**src/rtl/contadores_multi_if.sv**
```systemverilog
// Request/response bundle for contadores_multi: per-channel push/pop,
// the read port, and the sticky status flags.
interface contadores_multi_if #(
  parameter int NCH   = 4,
  parameter int CBITS = 5,
  parameter int IDXW  = 2
);
  logic [NCH-1:0]   push;
  logic [NCH-1:0]   pop;
  logic             idle;
  logic             req;
  logic [IDXW-1:0]  idx;
  logic             clr_rd;
  logic [CBITS-1:0] counter_out;
  logic             valid_out;
  logic [NCH-1:0]   ovf;
  logic [NCH-1:0]   unf;

  modport master (
    output push, pop, idle, req, idx, clr_rd,
    input  counter_out, valid_out, ovf, unf
  );

  modport slave (
    input  push, pop, idle, req, idx, clr_rd,
    output counter_out, valid_out, ovf, unf
  );
endinterface

```
**src/rtl/contadores_multi.sv**
```systemverilog
// Bank of NCH independent up/down counters with sticky overflow/underflow
// flags and a one-cycle-latency indexed read port with optional clear.
module contadores_multi #(
  parameter int NCH   = 4,
  parameter int CBITS = 5,
  parameter int IDXW  = 2,
  parameter int SAT   = 0
) (
  input  logic              clk,
  input  logic              reset,
  contadores_multi_if.slave bus
);

  localparam logic [CBITS-1:0] MAXV = '1;

  logic [CBITS-1:0] cnt_q [NCH];
  logic [CBITS-1:0] cnt_d [NCH];
  logic [NCH-1:0]   ovf_q, ovf_d;
  logic [NCH-1:0]   unf_q, unf_d;
  logic [CBITS-1:0] rd_data_q, rd_data_d;
  logic             rd_valid_q, rd_valid_d;

  logic             accept;
  logic [NCH-1:0]   inc, dec, clr;

  // Next-state for every channel plus the read response.
  // Flag events come from the pre-clear count, so a clear-on-read cannot
  // itself fabricate an underflow; the count result uses the cleared base.
  always_comb begin
    accept     = bus.idle & bus.req;
    rd_valid_d = accept;
    rd_data_d  = '0;
    inc        = '0;
    dec        = '0;
    clr        = '0;
    cnt_d      = cnt_q;
    ovf_d      = ovf_q;
    unf_d      = unf_q;

    for (int unsigned i = 0; i < NCH; i++) begin
      inc[i] = bus.push[i] & ~bus.pop[i];
      dec[i] = bus.pop[i] & ~bus.push[i];
      clr[i] = accept & bus.clr_rd & (bus.idx == IDXW'(i));

      // Out-of-range indices match no channel and therefore return zero.
      if (accept && (bus.idx == IDXW'(i)))
        rd_data_d = cnt_q[i];

      if (clr[i]) begin
        cnt_d[i] = inc[i] ? CBITS'(1) : '0;
      end else if (inc[i]) begin
        if (cnt_q[i] == MAXV)
          cnt_d[i] = (SAT != 0) ? MAXV : '0;
        else
          cnt_d[i] = cnt_q[i] + CBITS'(1);
      end else if (dec[i]) begin
        if (cnt_q[i] != '0)
          cnt_d[i] = cnt_q[i] - CBITS'(1);
      end

      ovf_d[i] = (ovf_q[i] & ~clr[i]) | (inc[i] & (cnt_q[i] == MAXV));
      unf_d[i] = (unf_q[i] & ~clr[i]) | (dec[i] & (cnt_q[i] == '0));
    end
  end

  // State registers; reset clears everything asynchronously.
  always_ff @(posedge clk or posedge reset) begin
    if (reset) begin
      for (int unsigned i = 0; i < NCH; i++)
        cnt_q[i] <= '0;
      ovf_q      <= '0;
      unf_q      <= '0;
      rd_data_q  <= '0;
      rd_valid_q <= 1'b0;
    end else begin
      for (int unsigned i = 0; i < NCH; i++)
        cnt_q[i] <= cnt_d[i];
      ovf_q      <= ovf_d;
      unf_q      <= unf_d;
      rd_data_q  <= rd_data_d;
      rd_valid_q <= rd_valid_d;
    end
  end

  assign bus.counter_out = rd_data_q;
  assign bus.valid_out   = rd_valid_q;
  assign bus.ovf         = ovf_q;
  assign bus.unf         = unf_q;

endmodule

```
**src/flat_wrapper.sv**
```systemverilog
// flat-port wrapper written by rule: the top's interface ports become plain ports
module contadores_multi_flat 
#(
  parameter int NCH   = 4,
  parameter int CBITS = 5,
  parameter int IDXW  = 2,
  parameter int SAT   = 0
)
  (clk, reset, bus_push, bus_pop, bus_idle, bus_req, bus_idx, bus_clr_rd, bus_counter_out, bus_valid_out, bus_ovf, bus_unf);
  contadores_multi_if #(.NCH(NCH), .CBITS(CBITS), .IDXW(IDXW)) bus_i ();
  input  logic clk;
  input  logic reset;
  input wire logic [$bits(bus_i.push)-1:0] bus_push;
  input wire logic [$bits(bus_i.pop)-1:0] bus_pop;
  input wire logic [$bits(bus_i.idle)-1:0] bus_idle;
  input wire logic [$bits(bus_i.req)-1:0] bus_req;
  input wire logic [$bits(bus_i.idx)-1:0] bus_idx;
  input wire logic [$bits(bus_i.clr_rd)-1:0] bus_clr_rd;
  output wire logic [$bits(bus_i.counter_out)-1:0] bus_counter_out;
  output wire logic [$bits(bus_i.valid_out)-1:0] bus_valid_out;
  output wire logic [$bits(bus_i.ovf)-1:0] bus_ovf;
  output wire logic [$bits(bus_i.unf)-1:0] bus_unf;
  assign bus_i.push = bus_push;
  assign bus_i.pop = bus_pop;
  assign bus_i.idle = bus_idle;
  assign bus_i.req = bus_req;
  assign bus_i.idx = bus_idx;
  assign bus_i.clr_rd = bus_clr_rd;
  assign bus_counter_out = bus_i.counter_out;
  assign bus_valid_out = bus_i.valid_out;
  assign bus_ovf = bus_i.ovf;
  assign bus_unf = bus_i.unf;
  contadores_multi #(.NCH(NCH), .CBITS(CBITS), .IDXW(IDXW), .SAT(SAT)) u_core (.clk(clk), .reset(reset), .bus(bus_i));
endmodule
```
**config.mk**
```make
export PLATFORM = sky130hd
export DESIGN_NAME = contadores_multi_flat
export DESIGN_NICKNAME = d
export VERILOG_FILES = /design/src/rtl/contadores_multi_if.sv /design/src/rtl/contadores_multi.sv /design/src/flat_wrapper.sv
export SDC_FILE = /design/constraint.sdc
export NUM_CORES = 1
export LEC_CHECK = 0
export BUFFER_PORTS_ARGS = -buffer_cell sky130_fd_sc_hd__buf_2
export CAP_MARGIN = 30
export CELL_PAD_IN_SITES_DETAIL_PLACEMENT = 2
export CELL_PAD_IN_SITES_GLOBAL_PLACEMENT = 2
export CORE_MARGIN = 1
export CORE_UTILIZATION = 38
export CTS_BUF_LIST = sky130_fd_sc_hd__clkbuf_2
export DETAILED_ROUTE_END_ITERATION = 16
export GPL_TIMING_DRIVEN = 0
export PLACE_DENSITY = 0.8
export SYNTH_ARGS = -nofsm -noshare
export SYNTH_HDL_FRONTEND = slang
export SYNTH_SLANG_ARGS = --single-unit
```
**constraint.sdc**
```tcl
create_clock -name clk -period 2.6 [get_ports clk]
set_clock_uncertainty 0.05 [all_clocks]
set_input_delay 0 -clock clk [delete_from_list [all_inputs] [get_ports clk]]
set_output_delay 0 -clock clk [all_outputs]
set_load 0.01 [all_outputs]
```
==> results of run 1 <==
## cells in the mapped netlist (all sizes together) (3+ instances only)
library cell | instances | area (um2)
a21oi | 13 | 65.06
a22o | 6 | 53.80
a31oi | 3 | 18.77
a32oi | 3 | 26.28
and2 | 8 | 50.05
and3 | 6 | 37.54
buf | 7 | 47.54
dfrtp | 34 | 850.8
ha | 12 | 150.1
inv | 14 | 55.06
mux2 | 3 | 37.53
mux2i | 6 | 60.06
mux4 | 5 | 131.4
nand2 | 8 | 30.03
nand2b | 8 | 50.05
nand3 | 5 | 30.03
nor2 | 17 | 63.81
nor2b | 8 | 50.05
nor3 | 11 | 55.05
nor4b | 4 | 47.55
o2111ai | 3 | 26.28
o21ai | 9 | 45.04
o221ai | 3 | 32.53
o31ai | 3 | 22.52
## state kept, by name, indices dropped and copies added, names as in the netlist
register,count
u_core.bus.counter_out,5
u_core.bus.ovf,4
u_core.bus.valid_out,1
u_core.bus.unf,4
u_core.cnt_q,20
## cell families (layout without fill, tap and decap cells)
| logic type | Yosys count | after routing | synth area share |
|---|---|---|---|
| AOI/OAI and AO/OA | 59 | 59 | 0.1839 |
| xor gates and xnor gates | 1 | 1 | 0.003799 |
| adders and majority gates | 12 | 12 | 0.06511 |
| buffers and inverters | 23 | 71 | 0.04775 |
| DFF | 34 | 34 | 0.3690 |
| muxes | 14 | 14 | 0.09929 |
| and+or+nand+nor | 89 | 89 | 0.2311 |
## per-stage QoR
stage          setup WS, ns  instance area [um2]  power (mW)
6_report             0.1347                 2740       2.432
5_1_grt            0.008799                 2740       2.609
4_1_cts              0.1312                 2731       2.383
3_5_place_dp         0.5100                 2552       2.079
3_3_place_gp         0.5187                 2525       1.987
2_1_floorplan        0.7500                 2306       1.699
## per-layer routing
layer,wire (um),up-vias,global-route usage
met5,0,-,0
met4,153,0,0.08929
met3,149,13,0.03429
met2,3897,32,0.4564
met1,3250,1080,0.3159
li1,-,978,-
## what timing repair did
item	CTS	global route
hold buffers	14	0
resized for setup	0	1
setup endpoints to repair	0	1
hold endpoints to repair	39	0
## area by class of cell
| type | count | share of cell area |
|---|---|---|
| Inverter | 14 | 0.02009 |
| Multi-Input combinational cell | 175 | 0.4941 |
| Tap cell | 75 | 0.03425 |
| Clock inverter | 2 | 0.003196 |
| Buffer | 9 | 0.02009 |
| Sequential cell | 34 | 0.3105 |
| Clock buffer | 6 | 0.01096 |
| Timing Repair Buffer | 40 | 0.1068 |
## power by group
part | switching, mW | total [mW] | internal, mW | leakage [nW]
logic | 0.561 | 1.13 | 0.566 | 0.803
registers | 0.301 | 1.03 | 0.724 | 0.428
clock network | 0.213 | 0.279 | 0.0660 | 0.0304
total | 1.08 | 2.43 | 1.36 | 1.26
## worst register-to-register path, stage by stage, from the launching register on
cell	delay [ns]
dfrtp_1	0.52
inv_1	0.11
ha_1	0.23
nor4b_4	0.28
nor2_1	0.16
or4_1	0.44
o221ai_2	0.08
dlygate4sd3_1	0.56
## worst min path at each step
| stage | endpoint | depth (start not counted) |
|---|---|---|
| finish | u_core.bus.unf[1] | 3 |
| global placement | u_core.cnt_q[4] | 2 |
| global route | u_core.bus.unf[1] | 3 |
| detailed placement | u_core.cnt_q[1] | 2 |
| floorplan | u_core.cnt_q[4] | 1 |
| CTS | u_core.bus.unf[1] | 3 |
==> impl_metrics.json, run 1 <==
{
  "rsz0062_at_grt": "false",
  "path_clk_slew_ns": 0.21,
  "crit_required_ns": 2.92,
  "ys_seq_elements": 34,
  "fin_util": 0.4656,
  "leakagePower_nw": 1.261,
  "area_growth_pct": 18.83,
  "path_max_fanout": 7,
  "start_util": 0.3918,
  "htree_levels": 2,
  "fill_cells": 655,
  "die_w_um": 79.90,
  "ant_nets": 0,
  "slowest_delay_ns": 0.56,
  "fin_nets": 306,
  "regArea_um2": 850.8,
  "critPathTopFamily": "simple AND/OR/NAND/NOR gates",
  "viasPerCell": 5.924,
  "layout_commonest_cell": "dfrtp_1",
  "max_clock_freq_mhz": 405.6,
  "cp.arrival_ns": 2.78,
  "min_path_type": "in2reg",
  "cp_slowest_cell": "dlygate4sd3_1",
  "setup_violations": 0,
  "relSlewSlack": 0.4167,
  "clock-root-buffer": "clkbuf_2",
  "grt-ovfl-total": 0,
  "final_layout_size_suffix_gt1_frac": 0.1821,
  "mostFrequentLayoutCells": "dfrtp_1, buf_2, nor2_1",
  "drt_first_pass_iters": 4,
  "grt_pass1_vias": 2319,
  "cp.buffers_inverters": 2,
  "synth_nets": 259,
  "wl_per_cell_um": 20.99,
  "crit_path_start": "u_core.cnt_q[5]",
  "p_per_area_nw_per_um2": 887.4,
  "tightest_slew_ns": 0.8739,
  "globalplace.congestion": 0.7797,
  "status": "finished, violations left",
  "antenna_found_initial": 0,
  "min_from": "bus_pop[1]",
  "synth_edf_count": 0,
  "seq_area_frac_synth": 0.3690,
  "violations": "hold timing",
  "yosysWarnings": 0,
  "insertion_delay_ns": 0.41,
  "num_io_pins": 29,
  "die_h_um": 79.90,
  "post-place-cells": 333,
  "end_kind": "flip-flop",
  "antenna_cells": 0,
  "slew_violations": 0,
  "vdd_drop_max_mv": 0.4360,
  "cts_sinks": 34,
  "synthFlopType": "dfrtp_1",
  "dpl.hpwl_um": 4880,
  "rr_endpoint": "u_core.cnt_q[5]",
  "vias": 2103,
  "worstSetupPathDepth": 7,
  "synth.cell_area_um2": 2306,
  "clockBufferDepth": 2,
  "synthArstFlopShare": 1.000,
  "avgSynthCellArea_um2": 9.939,
  "tns_ns": 0,
  "cts_tree": "yes",
  "final-hold-violation-count": 1,
  "row_count": 28,
  "cp_cell_sequence": "inv_1 -> ha_1 -> nor4b_4 -> nor2_1 -> or4_1 -> o221ai_2 -> dlygate4sd3_1",
  "drt_wl_total_um": 7450,
  "startpoint_type": "flip-flop",
  "holdWs_ns": -0.004414,
  "period_share": 0.9482,
  "synthCells": 232,
  "grt_use_total": 0.2569,
  "r2r_start": "u_core.cnt_q[5]",
  "synth_cell_types": 58,
  "maxCapViolations": 0,
  "grt_pass1_wl_um": 12360,
  "route.detailed.drc": 0,
  "critPathCapture": "u_core.cnt_q[5]",
  "core_um2": 5886,
  "port-buffer-count": 25,
  "instances_no_fill": 355,
  "die-area_um2": 6384,
  "cts_buffers": 5,
  "r2r_cells": 7,
  "period_needed_ns": 2.465,
  "cts_setup_buffers": 0,
  "multi_input_area_um2": 1354,
  "reg2reg_setup_slack_ns": 0.13,
  "drt_iter0_markers": 104,
  "worstSetupPathType": "reg2reg",
  "grt_max_degree": 20
}
Note: power is estimated with default switching activity, not from simulation.
==> run 2: changes to the inputs <==
Settings changed: CELL_PAD_IN_SITES_DETAIL_PLACEMENT 2 to not set, CELL_PAD_IN_SITES_GLOBAL_PLACEMENT 2 to not set, CORE_UTILIZATION 38 to 48, PLACE_DENSITY 0.8 to 0.66, SKIP_CTS_REPAIR_TIMING set to 1.
==> run 2 against run 1 <==
  * The flow finishes with violations (DRC)
  * Register-to-register slack improved by 0.29 ns
  * Sequential share of layout area rose by 0.55 points
  * Combinational power fell by 11%
  * Via count fell by 6.2%
  * Largest cell class unchanged
  * Global-route usage fell by 4.3 points
  * Highest routed layer unchanged
==> impl_metrics.json, run 2 (same netlist as run 1, synthesis figures left out) <==
{
  "p_per_area_nw_per_um2": 837.5,
  "fin_nets": 305,
  "period_share": 0.8377,
  "insertion_delay_ns": 0.38,
  "row_count": 24,
  "cp.arrival_ns": 2.41,
  "grt_max_degree": 21,
  "core_um2": 4474,
  "area_growth_pct": 16.77,
  "wl_per_cell_um": 15.51,
  "worstSetupPathType": "reg2reg",
  "status": "finished, violations left",
  "clock-root-buffer": "clkbuf_2",
  "final-hold-violation-count": 0,
  "drt_iter0_markers": 152,
  "leakagePower_nw": 1.254,
  "startpoint_type": "flip-flop",
  "slew_violations": 0,
  "crit_required_ns": 2.84,
  "vdd_drop_max_mv": 0.5797,
  "max_clock_freq_mhz": 459.1,
  "power.total_mw": 2.255,
  "route.detailed.drc": 2,
  "num_io_pins": 29,
  "viasPerCell": 5.958,
  "antenna_cells": 0,
  "tightest_slew_ns": 0.6109,
  "grt_pass1_wl_um": 8528,
  "antenna_found_initial": 0,
  "cts_sinks": 34,
  "dpl.hpwl_um": 3637,
  "end_kind": "flip-flop",
  "layout_commonest_cell": "dfrtp_1",
  "setup_violations": 0,
  "holdWs_ns": 0.008266,
  "top_register": "u_core.cnt_q",
  "grt-ovfl-total": 0,
  "path_max_fanout": 7,
  "die_w_um": 71.31,
  "globalplace.congestion": 0.8135,
  "port-buffer-count": 25,
  "ant_nets": 0,
  "tns_ns": 0,
  "cts_tree": "yes",
  "die_h_um": 71.31,
  "largest_register_ffs": 20,
  "grt_use_total": 0.2137,
  "drt_first_pass_iters": 10,
  "period_needed_ns": 2.178,
  "violations": "DRC",
  "htree_levels": 2,
  "path_clk_slew_ns": 0.18,
  "start_util": 0.5154,
  "drt_wl_total_um": 5135,
  "relSlewSlack": 0.5896,
  "rsz0062_at_grt": "false",
  "vias": 1972,
  "min_path_type": "in2reg",
  "die-area_um2": 5085,
  "final_layout_size_suffix_gt1_frac": 0.1828,
  "cts_buffers": 5,
  "mostFrequentLayoutCells": "dfrtp_1, buf_2, nor2_1",
  "clockBufferDepth": 2,
  "grt_pass1_vias": 1824,
  "maxCapViolations": 0
}
[run 2: cell types whose count changed in the layout (fill, tap and decap cells not counted)]
cell,delta
dlygate4sd3_1,-1
nor4b_2,+1
nor4b_4,-1
[run 2: layout make-up]
class | instances | area (um2)
sequential | 34 | 850.8
clock inverter | 2 | 8.758
buffer | 9 | 55.05
multi-input combinational | 175 | 1345
tap | 52 | 65.06
clock buffer | 6 | 30.03
timing repair buffer | 39 | 282.8
inverter | 14 | 55.05
fill | 390 | 1782
[run 2: path summary, 6_finish.rpt]
kind                                   start           endpoint  slack (ns)  cells after the start
hold / removal                    bus_clr_rd   u_core.cnt_q[16]       0.008                      4
hold reg to reg            u_core.bus.ovf[2]  u_core.bus.ovf[2]        0.46                      1
setup reg to reg            u_core.cnt_q[15]   u_core.cnt_q[19]        0.42                      6
setup / recovery            u_core.cnt_q[15]   u_core.cnt_q[19]        0.42                      6
max in group asynchronous              reset    u_core.cnt_q[5]        1.82                      4
min in group asynchronous              reset  u_core.bus.ovf[3]        0.16                      3
[run 2: power by group]
part	internal [mW]	switching, mW
logic	0.544	0.471
registers	0.725	0.268
clock network	0.0661	0.181
[run 2: through the flow]
step / std cells / worst slack [ns] / utilization / instance area, um2
detailed placement: 310 / 0.5761 / 0.5640 / 2524
floorplan: 232 / 0.7500 / - / 2306
global placement: 309 / 0.5534 / 0.5579 / 2496
global route: 331 / 0.3016 / 0.6018 / 2693
finish: 331 / 0.4219 / 0.6018 / 2693
CTS: 318 / 0.5294 / 0.5727 / 2562
[run 2: worst max-delay path, stage by stage (launching register included)]
cell and delay, ns:
dfrtp_1 0.49, ha_1 0.26, and3_1 0.19, ha_1 0.28, o21ai_0 0.18, nor3_1 0.07, dlygate4sd3_1 0.57
[run 2: routing by layer]
metal	track usage	part of all wire
met5	0	0
met4	0.06667	0.012
met3	0.04782	0.040
met2	0.3492	0.48
met1	0.2838	0.47
==> run 3: changes to the inputs <==
Settings changed: ABC_AREA set to 1.
Clock period 2.6 ns to 2.1 ns, I/O delays scaled along.
==> run 3 against run 2 <==
  * The run now ends clean
  * Synthesized area rose by 8.6%
  * Total power rose by 54%
  * Critical path depth is 3 higher
  * Cell count up 44%
  * Worst hold slack got worse by 0.0028 ns
  * Critical path type is now in2reg
  * Clock power increased by 120%
  * Routed wire length grew 8.4%
  * Worst setup slack got worse by 0.32 ns
  * Synthesized cell count rose by 55%
  * Count of clock-buffer cells in the layout fell by 1
  * Utilization grew 0.80 points
==> impl_metrics.json, run 3 <==
{
  "status": "complete, no violations",
  "r2r_start": "u_core.cnt_q[5]",
  "holdWs_ns": 0.005432,
  "start_util": 0.5133,
  "drt_wl_total_um": 5566,
  "fill_cells": 476,
  "vias": 2360,
  "period_share": 0.9533,
  "crit_path_start": "bus_req",
  "synthCells": 359,
  "ys_seq_elements": 34,
  "clock-root-buffer": "clkbuf_2",
  "cts_buffers": 5,
  "grt-ovfl-total": 0,
  "synthTopCellsByArea": "dfrtp_1, nand2_1, nand3_1",
  "r2r_cells": 5,
  "synth.cell_area_um2": 2505,
  "core_um2": 4880,
  "htree_levels": 2,
  "drt_first_pass_iters": 4,
  "fin_nets": 435,
  "synth_commonest_cells": "nand2_1, nand3_1, nor2_1, inv_1, dfrtp_1",
  "antenna_found_initial": 0,
  "grt_use_total": 0.2199,
  "cp.arrival_ns": 2.24,
  "cts_sinks": 34,
  "seq_area_frac_synth": 0.3397,
  "avgSynthCellArea_um2": 6.977,
  "num_io_pins": 29,
  "area_growth_pct": 18.78,
  "pre_cts_slack_ns": 0.5498,
  "insertion_delay_ns": 0.39,
  "startpoint_type": "input pin",
  "synth_cell_types": 22,
  "wl_per_cell_um": 11.69,
  "rr_endpoint": "u_core.bus.unf[2]",
  "route.detailed.drc": 0,
  "grt_pass1_wl_um": 9356,
  "cp_slowest_cell": "dlygate4sd3_1",
  "tns_ns": 0,
  "port-buffer-count": 28,
  "path_clk_slew_ns": 0.18,
  "top_register": "u_core.cnt_q",
  "reg2reg_setup_slack_ns": 0.24,
  "synth_edf_count": 0,
  "antenna_cells": 0,
  "synth_most_common_cell": "nand2_1",
  "final-hold-violation-count": 0,
  "setup_violations": 0,
  "max_clock_freq_mhz": 499.5,
  "hold_end": "u_core.cnt_q[16]",
  "synthArstFlopShare": 1.000,
  "cts_tree": "yes",
  "synthFlopType": "dfrtp_1",
  "drt_iter0_markers": 160,
  "relSlewSlack": 0.5346,
  "die_h_um": 74.24,
  "worstSetupPathType": "in2reg",
  "largest_register_ffs": 20,
  "ant_nets": 0,
  "vdd_drop_max_mv": 0.6901,
  "slowest_delay_ns": 0.57,
  "layout_setup_ws_ns": 0.09802,
  "synth_nets": 386,
  "cpMostUsedCell": "dlygate4sd3_1",
  "rsz0062_at_grt": "false",
  "leakagePower_nw": 1.636,
  "grt_pass1_vias": 2053,
  "final_layout_size_suffix_gt1_frac": 0.1834,
  "min_from": "bus_pop[0]",
  "end_kind": "flip-flop",
  "mostFrequentLayoutCells": "nand2_1, nand3_1, nor2_1",
  "yosysWarnings": 0,
  "viasPerCell": 4.958,
  "slew_violations": 0,
  "cp_cell_sequence": "dlygate4sd3_1 -> buf_2 -> nand2_1 -> dlygate4sd3_1 -> inv_1 -> nand3_1 -> nand2_1 -> o31ai_1 -> dlygate4sd3_1",
  "die_w_um": 74.24,
  "layout_commonest_cell": "nand2_1",
  "maxCapViolations": 0,
  "grt_max_degree": 20,
  "clockBufferDepth": 2,
  "tightest_slew_ns": 0.6973,
  "p_per_area_nw_per_um2": 1165,
  "power.total_mw": 3.466,
  "cp.buffers_inverters": 5,
  "min_path_type": "in2reg",
  "yosysTopAreaCell": "dfrtp_1",
  "globalplace.congestion": 0.8563,
  "row_count": 25,
  "path_max_fanout": 4,
  "dpl.hpwl_um": 4161,
  "hold_depth": 6,
  "yosys.area.top_type_share": 0.3397,
  "crit_required_ns": 2.34,
  "critPathTopFamily": "buffers and inverters",
  "period_needed_ns": 2.002,
  "die-area_um2": 5512
}
-- run 3: report_power, final --
part | total, mW | internal, mW | switching [mW]
sequential | 1.20 | 0.901 | 0.296
clock | 0.550 | 0.317 | 0.233
combinational | 1.72 | 0.727 | 0.991
total | 3.47 | 1.95 | 1.52
-- run 3: worst register-to-register path: stages, from the launching register on --
cell	delay (ns)
dfrtp_1	0.48
inv_1	0.14
ha_1	0.24
nand3_2	0.12
o31ai_1	0.20
dlygate4sd3_1	0.58
-- run 3: worst max-delay path by stage --
stage	end	slack, ns	depth (start not counted)
after floorplan	u_core.cnt_q[19]	0.68	8
after global placement	u_core.cnt_q[10]	0.56	9
after detailed placement	u_core.cnt_q[10]	0.55	9
after CTS	u_core.cnt_q[9]	0.51	8
after global routing	u_core.bus.unf[0]	0.03	9
final	u_core.bus.unf[0]	0.1	9
-- run 3: kinds of logic after synthesis --
group / Yosys count / synth area share
and+or+nand+nor: 243 / 0.4491
AOI/OAI and AO/OA: 16 / 0.04945
DFF: 34 / 0.3397
adders and majority gates: 12 / 0.05994
buffers and inverters: 47 / 0.07742
xor gates and xnor gates: 7 / 0.02448
-- run 3: per-stage QoR --
step           utilization  instance area [um2]  cells
3_3_place_gp        0.5592                 2729    454
6_report            0.6097                 2975    476
3_5_place_dp        0.5649                 2756    455
2_1_floorplan            -                 2505    359
5_1_grt             0.6097                 2975    476
4_1_cts             0.5831                 2845    463
-- run 3: final cells by class --
cell class / count / area [um2] / share of cell area
Clock buffer: 5 / 25.02 / 0.008410
Buffer: 5 / 36.28 / 0.01220
Tap cell: 67 / 83.83 / 0.02817
Sequential cell: 34 / 850.8 / 0.2860
Multi-Input combinational cell: 278 / 1460 / 0.4907
Timing Repair Buffer: 42 / 297.8 / 0.1001
Inverter: 42 / 157.7 / 0.05299
Clock inverter: 3 / 63.81 / 0.02145
-- run 3: per-layer routing --
layer / track usage / vias up / wire, um
met5: 0 / - / 0
met4: 0.06289 / 0 / 44
met3: 0.04472 / 4 / 191
met2: 0.3414 / 41 / 2543
met1: 0.3108 / 1069 / 2786
li1: - / 1246 / -
